[src/rtl/pmc_dc_bus_initiator.sv]
// pmc_dc_bus_initiator: queued req/gnt/rvalid bus master for the PMC DC register space.
// Optional watchdog built when PMC_DC_BUS_INITIATOR_TIMEOUT_EN is defined.
module pmc_dc_bus_initiator #(
    parameter int FIFO_DEPTH     = 4,
    parameter int TIMEOUT_CYCLES = 16
) (
    input  logic        clk,
    input  logic        rst_n,
    input  logic        cmd_valid,
    output logic        cmd_ready,
    input  logic        cmd_we,
    input  logic [31:0] cmd_addr,
    input  logic [31:0] cmd_wdata,
    output logic        rsp_valid,
    output logic [31:0] rsp_rdata,
    output logic        rsp_err,
    output logic        req,
    input  logic        gnt,
    input  logic        rvalid,
    output logic [31:0] addr,
    output logic        we,
    output logic [3:0]  be,
    output logic [31:0] wdata,
    input  logic [31:0] rdata,
    output logic        busy
);

    localparam int AW = $clog2(FIFO_DEPTH);

    if (FIFO_DEPTH < 2 || (FIFO_DEPTH & (FIFO_DEPTH - 1)) != 0) begin : g_bad_depth
        $error("FIFO_DEPTH must be a power of two >= 2");
    end

    if (TIMEOUT_CYCLES < 2) begin : g_bad_timeout
        $error("TIMEOUT_CYCLES must be >= 2");
    end

    typedef enum logic [1:0] {
        S_IDLE,
        S_REQ,
        S_WAIT,
        S_RESP
    } state_t;

    state_t state_q;
    state_t state_d;

    logic [AW:0]           wptr_q;
    logic [AW:0]           rptr_q;
    logic [31:0]           fifo_addr  [FIFO_DEPTH];
    logic [31:0]           fifo_wdata [FIFO_DEPTH];
    logic [FIFO_DEPTH-1:0] fifo_we;
    logic [AW-1:0]         wr_idx;
    logic [AW-1:0]         rd_idx;
    logic                  full;
    logic                  empty;
    logic                  push;
    logic                  pop;

    logic [31:0] addr_q;
    logic        we_q;
    logic [31:0] wdata_q;
    logic [31:0] rsp_rdata_q;

    logic wd_expired;
    logic wd_fire;
    logic bus_done;

    assign wr_idx = wptr_q[AW-1:0];
    assign rd_idx = rptr_q[AW-1:0];
    assign empty  = (wptr_q == rptr_q);
    assign full   = (wptr_q[AW] != rptr_q[AW]) && (wr_idx == rd_idx);
    assign push   = cmd_valid && !full;
    assign pop    = (state_q == S_IDLE) && !empty;

    // Command FIFO pointers: push and pop may both happen in one cycle.
    always_ff @(posedge clk or negedge rst_n) begin
        if (!rst_n) begin
            wptr_q <= '0;
            rptr_q <= '0;
        end else begin
            if (push) begin
                wptr_q <= wptr_q + 1'b1;
            end
            if (pop) begin
                rptr_q <= rptr_q + 1'b1;
            end
        end
    end

    // Command FIFO storage; the address is word-aligned on the way in.
    always_ff @(posedge clk or negedge rst_n) begin
        if (!rst_n) begin
            for (int i = 0; i < FIFO_DEPTH; i++) begin
                fifo_addr[i]  <= '0;
                fifo_wdata[i] <= '0;
            end
            fifo_we <= '0;
        end else if (push) begin
            fifo_addr[wr_idx]  <= cmd_addr & 32'hFFFF_FFFC;
            fifo_wdata[wr_idx] <= cmd_wdata;
            fifo_we[wr_idx]    <= cmd_we;
        end
    end

`ifdef PMC_DC_BUS_INITIATOR_TIMEOUT_EN
    localparam int CW = $clog2(TIMEOUT_CYCLES + 1);

    logic [CW-1:0] wd_cnt_q;
    logic          rsp_err_q;

    assign wd_expired = (wd_cnt_q == CW'(TIMEOUT_CYCLES - 1));

    // Watchdog: restarts on every state change, counts time spent in REQ/WAIT.
    always_ff @(posedge clk or negedge rst_n) begin
        if (!rst_n) begin
            wd_cnt_q <= '0;
        end else if (state_d != state_q) begin
            wd_cnt_q <= '0;
        end else if (state_q == S_REQ || state_q == S_WAIT) begin
            wd_cnt_q <= wd_cnt_q + 1'b1;
        end
    end

    // Error flag: set by a watchdog expiry, cleared by a normal completion.
    always_ff @(posedge clk or negedge rst_n) begin
        if (!rst_n) begin
            rsp_err_q <= 1'b0;
        end else if (bus_done) begin
            rsp_err_q <= 1'b0;
        end else if (wd_fire) begin
            rsp_err_q <= 1'b1;
        end
    end

    assign rsp_err = rsp_err_q;
`else
    assign wd_expired = 1'b0;
    assign rsp_err    = 1'b0;
`endif

    // A grant or response in the expiry cycle takes priority over the watchdog.
    assign bus_done = (state_q == S_WAIT) && rvalid;
    assign wd_fire  = wd_expired &&
                      (((state_q == S_REQ) && !gnt) ||
                       ((state_q == S_WAIT) && !rvalid));

    // FSM state register.
    always_ff @(posedge clk or negedge rst_n) begin
        if (!rst_n) begin
            state_q <= S_IDLE;
        end else begin
            state_q <= state_d;
        end
    end

    // FSM next-state logic: one transaction outstanding at a time.
    always_comb begin
        state_d = state_q;
        unique case (state_q)
            S_IDLE: begin
                if (!empty) begin
                    state_d = S_REQ;
                end
            end
            S_REQ: begin
                if (gnt) begin
                    state_d = S_WAIT;
                end else if (wd_expired) begin
                    state_d = S_RESP;
                end
            end
            S_WAIT: begin
                if (rvalid) begin
                    state_d = S_RESP;
                end else if (wd_expired) begin
                    state_d = S_RESP;
                end
            end
            S_RESP: begin
                state_d = S_IDLE;
            end
            default: begin
                state_d = S_IDLE;
            end
        endcase
    end

    // FSM outputs: request during REQ, one-cycle response strobe in RESP.
    always_comb begin
        req       = 1'b0;
        rsp_valid = 1'b0;
        unique case (state_q)
            S_REQ:   req       = 1'b1;
            S_RESP:  rsp_valid = 1'b1;
            default: ;
        endcase
    end

    // Bus address/control registers, loaded when the head command is popped.
    always_ff @(posedge clk or negedge rst_n) begin
        if (!rst_n) begin
            addr_q  <= '0;
            we_q    <= 1'b0;
            wdata_q <= '0;
        end else if (pop) begin
            addr_q  <= fifo_addr[rd_idx];
            we_q    <= fifo_we[rd_idx];
            wdata_q <= fifo_wdata[rd_idx];
        end
    end

    // Response data: bus read data for reads, zero for writes and timeouts.
    always_ff @(posedge clk or negedge rst_n) begin
        if (!rst_n) begin
            rsp_rdata_q <= '0;
        end else if (bus_done) begin
            rsp_rdata_q <= we_q ? 32'h0 : rdata;
        end else if (wd_fire) begin
            rsp_rdata_q <= '0;
        end
    end

    assign addr      = addr_q;
    assign we        = we_q;
    assign wdata     = wdata_q;
    assign be        = 4'hF;
    assign rsp_rdata = rsp_rdata_q;
    assign cmd_ready = !full;
    assign busy      = !empty || (state_q != S_IDLE);

endmodule

[config.mk]
export PLATFORM = sky130hd
export DESIGN_NAME = pmc_dc_bus_initiator
export DESIGN_NICKNAME = d
export VERILOG_FILES = /design/src/rtl/pmc_dc_bus_initiator.sv
export SDC_FILE = /design/constraint.sdc
export NUM_CORES = 1
export LEC_CHECK = 0
export CAP_MARGIN = 30
export CORE_MARGIN = 3
export CORE_UTILIZATION = 30
export DETAILED_ROUTE_END_ITERATION = 10
export HOLD_SLACK_MARGIN = 0.05
export PLACE_DENSITY_LB_ADDON = 0.15
export SLEW_MARGIN = 5
export SYNTH_ARGS = -nofsm -noshare
export SYNTH_HDL_FRONTEND = slang
export SYNTH_SLANG_ARGS = --single-unit
[constraint.sdc]
create_clock -name clk -period 4.6 [get_ports clk]
set_clock_uncertainty 0.2 [all_clocks]
set_input_delay 0.92 -clock clk [delete_from_list [all_inputs] [get_ports clk]]
set_output_delay 0.92 -clock clk [all_outputs]
set_load 0.03 [all_outputs]
* After elaboration in Yosys (flattened, before gate mapping)
Index checks and enable logic that the tools add are counted. Widths: inputs -> output; s select.
Word-level totals: logic and storage cells 69, output and inout bits 106, input bits 102, register bits after elaboration 365
Cells by class: order comparisons 6, add/subtract/negate cells 2, reductions and logical operators 12, mux-type cells 22, equality and inequality tests 9, bitwise logic cells 2
Operators by type and width (count):
- $bwmux 128 | 2
- $mux 32 | 6
- $bmux 32 s2 | 2
- $demux 32 s2 | 1
- $pmux 2 s4 | 1
- $add 3x1->3 const B | 2
- $ge 3x3->1 const B | 2
- $logic_and 1x1->1 | 6
- $lt 2x3->1 const B | 2
- $mux 2 | 3
- $ne 2x2->1 const B | 3
- $not 2->3 | 2
- $bwmux 4 | 1
- $eq 2x2->1 const B | 2
- $mux 1 | 4
- $eq 3x3->1 | 1
- $lt 3x1->1 const B | 1
- $reduce_and 3->1 | 1
- $bmux 1 s2 | 1
- $demux 1 s2 | 1
- $eq 2x1->1 const B | 1
- $eq 2x2->1 | 1
- $ge 2x1->1 const B | 1
- $logic_not 1->1 | 2
- other kinds (4) | 4

* Longest topological paths before layout
depth in word-level cells 6, depth in mapped cells 7, depth with buffers taken out 6

* Worst setup path after synthesis
OpenSTA, ideal clock, no wires.
path type input -> register, from input port cmd_valid, to register fifo_addr[10] in the netlist's numbering, cell stages on the path 6, library setup time 0.125 ns, arrival time 1.925 ns, required time 4.275 ns, path slack 2.349 ns, path buffers 2, cells stage by stage inv_1 > a31oi_4 > and2_4 > buf_12 > buf_12 > mux2_4
Between the ends: word-level cells in the longest chain between the ends 1
RTL lines:
- start, declared | line 9 | input logic cmd_valid,
- $logic_and 1x1->1 | line 73 | assign push = cmd_valid && !full;
- end signal, assigned by index | line 100 | fifo_addr[wr_idx] <= cmd_addr & 32'hFFFF_FFFC;
- end, declared | line 50 | logic [31:0] fifo_addr [FIFO_DEPTH];
No other way between the ends. A chain may end at the register's enable or synchronous reset.

* Final worst setup path
from register rptr_q[1], to output port busy
Between the ends: word-level cells in the longest chain between the ends 3
RTL lines:
- start, declared | line 49 | logic [AW:0] rptr_q;
- start signal, assigned | line 86 | rptr_q <= rptr_q + 1'b1;
- $eq 3x3->1 | line 71 | assign empty = (wptr_q == rptr_q);
- $logic_not 1->1 | line 230 | assign busy = !empty || (state_q != S_IDLE);
- $logic_or 1x1->1 | line 230
- end, declared | line 25 | output logic busy
No other way between the ends.

==> impl_metrics.yaml <==
sta:
  max_freq_mhz: 260
  setup-tns-final_ns: 0
  finalHoldViolCount: 0
  tightest_slew_ns: 0.913
  setup_violations: 0
  slew-limit-headroom_pct: 39.1
  rsz0062_at_grt: "no"
  fin_crit_sh_pct: 83.6
  holdWs_ns: 0.209
  period_minus_slack_ns: 3.84
  drv_slew: 0
global_routing:
  gr-usage-all-layers_pct: 13.4
  grt_max_degree: 100
  grt_pass1_wl_um: 59400
  grt_pass1_vias: 9481
  antenna_found_initial: 1
  gr-total-overflow: 0
clock_network:
  clock-sinks: 355
  holdBufCountCts: 0
  cts_root_buf: "clkbuf_16"
  clk_pin_slew_ns: 0.06
  cts_setup_buffers: 0
  cts_resized: 0
  cts.htree.levels: 2
  cts_buffers: 43
  clock_latency_ns: 0.56
  cts_buffer_depth: 3
  cts_tree: "yes"
yosys:
  synth_area_um2: 16400
  ys_warn_count: 0
  synth-compound-area-share_pct: 1.25
  synth_cell_types: 29
  synthMuxAreaShare_pct: 36.0
  synth_cells: 940
  ys_seq_elements: 355
  synth_xor_xnor_area_share_pct: 0.566
  synth_adder_area_share_pct: 0.689
  synth_seq_area_share_pct: 54.3
  synth_top_family_by_area: "multiplexers"
  synth_area_per_cell_um2: 17.4
  synth_simple_gate_area_share_pct: 2.40
cells_and_area:
  syn_to_final_growth_pct: 23.0
  drive_gt1_share_pct: 39.7
  fin_nets: 1259
  num-fill-cells: 5001
  n_antenna_cell: 0
worst_setup_path:
  critical_path_class: "flip-flop to primary output"
  worstSetupEndpointType: "primary output"
  crit_path_cell_trace: "xnor2_2, nand4_1, clkdlybuf4s50_1"
  max_stage_delay_ns: 0.73
  path_max_fanout: 22
  cp.arrival_ns: 2.72
  start_kind: "flip-flop"
  crit_path_top_delay_cell: "clkdlybuf4s50_1"
  worstPathRequired_ns: 3.48
power_and_ir_drop:
  leakage_nw: 8.66
  ir_worst_vdd_uv: 350
  p_per_area_nw_per_um2: 818
  power_mw: 16.5
placed_design:
  gp_congestion: 0.687
  place.detailed.hpwl_um: 22500
  io_buffers: 198
die:
  die_y_um: 239
  die-area_um2: 57300
  fp.coreArea_um2: 53300
  initial_core_util_pct: 30.7
  die_w_um: 239
  io_pins: 208
  rows: 84
routing:
  drt_first_pass_iters: 4
  via_per_inst: 4.53
  drt-wirelength-per-cell_um: 20.1
  wl_um: 37500
  drc: 0
  ant_nets: 0
  num_vias: 8454
  drt_iter0_markers: 305
run_status:
  status: "completed"
worst_hold_path:
  hold_path.class: "input pin to async pin"
run:
  maxCapViolations: 0
## per-stage QoR
| step | std cells | worst slack (ns) | utilization [%] | area, µm² |
|---|---|---|---|---|
| 3_5_place_dp | 1791 | 1.23 | 35.2 | 18800 |
| 6_report | 1868 | 0.756 | 37.7 | 20100 |
| 4_1_cts | 1868 | 0.671 | 37.7 | 20100 |
| 5_1_grt | 1868 | 0.619 | 37.7 | 20100 |
| 3_3_place_gp | 1791 | 1.21 | 35.2 | 18800 |
| 2_1_floorplan | 945 | 2.35 | - | 16400 |
## cells in the final DEF, fill, tap and decap left out, types with 3 or more instances in the layout
| cell type | instances |
|---|---|
| dfrtp_1 | 353 |
| mux2_4 | 239 |
| clkdlybuf4s50_1 | 197 |
| mux2_2 | 65 |
| mux4_2 | 63 |
| clkbuf_16 | 43 |
| nand2_1 | 35 |
| o21ai_0 | 33 |
| nand2b_1 | 32 |
| buf_4 | 18 |
| mux2_1 | 13 |
| clkbuf_1 | 12 |
| ha_1 | 9 |
| clkinv_2 | 9 |
| inv_1 | 8 |
| clkbuf_8 | 8 |
| conb_1 | 7 |
| buf_12 | 7 |
| and2_4 | 4 |
| xnor2_1 | 3 |
| inv_6 | 3 |
## cells by family after synthesis
family,count (synthesis)
mux,380
flops,355
simple gates,76
buf+inv,73
compound gates,37
fa+ha+maj,9
xor+xnor,8
other cells,2
## sequential cells by signal, summed over array words and instances, names as in the netlist
register / flops
rsp_rdata: 32
addr: 30
wptr_q: 3
we: 1
fifo_we: 4
fifo_wdata: 128
wdata: 32
rptr_q: 3
state_q: 2
fifo_addr: 120
## synth_stat cells (all sizes together)
| master | n | share of area [%] |
|---|---|---|
| dfrtp | 355 | 54 |
| mux2 | 317 | 27 |
| mux4 | 63 | 8.7 |
| buf | 48 | 4.1 |
| nand2 | 35 | 0.80 |
| o21ai | 33 | 1.0 |
| nand2b | 32 | 1.2 |
| clkbuf | 17 | 0.39 |
| ha | 9 | 0.69 |
| inv | 8 | 0.18 |
| xnor2 | 5 | 0.36 |
| and2 | 4 | 0.21 |
| xor2 | 3 | 0.21 |
| a21oi | 2 | 0.061 |
| conb | 2 | 0.046 |
| a31o | 1 | 0.054 |
| a31oi | 1 | 0.13 |
| nand3 | 1 | 0.031 |
| nand4 | 1 | 0.038 |
| nor2 | 1 | 0.023 |
| nor2b | 1 | 0.038 |
| nor3 | 1 | 0.031 |
## layer usage
layer	GRT usage, %	vias up	share of wire [%]
met5	0	-	0.053
met4	3.41	2	1.7
met3	3.05	44	4.3
met2	21.2	164	46
met1	18.6	4455	48
li1	-	3789	-
## layout make-up
class	count	area [µm²]	share of cell area [%]
flip-flops and latches	355	8890	44.2
multi-input cells	517	6720	33.4
repair buffers	223	2260	11.3
clock buffers	63	1230	6.12
well taps	688	861	4.28
clock inverters	14	109	0.541
inverters	8	30.0	0.149
## path summary, 6_finish.rpt
kind / startpoint / end / slack (ns) / cells after the start
min: rst_n / wdata[17] / 0.21 / 1
min reg2reg: rsp_rdata[24] / rsp_rdata[24] / 0.28 / 2
max reg2reg: rptr_q[0] / we / 1.57 / 4
max in group asynchronous: rst_n / rsp_rdata[1] / 3.05 / 2
max: rptr_q[1] / busy / 0.76 / 3
min in group clk: rsp_rdata[24] / rsp_rdata[24] / 0.28 / 2
## power breakdown
group	switching, mW	internal [mW]
Sequential	0.953	4.77
Combinational	3.11	4.37
Clock	1.34	1.91
## critical path: cells and delay by family, from the launching register on
family / cells / cell delay, ns
buffers and inverters: 1 / 0.73
flip-flops: 1 / 0.65
AND/OR/NAND/NOR: 1 / 0.43
XOR/XNOR: 1 / 0.36
No activity file was read; power rests on OpenSTA's default activity.
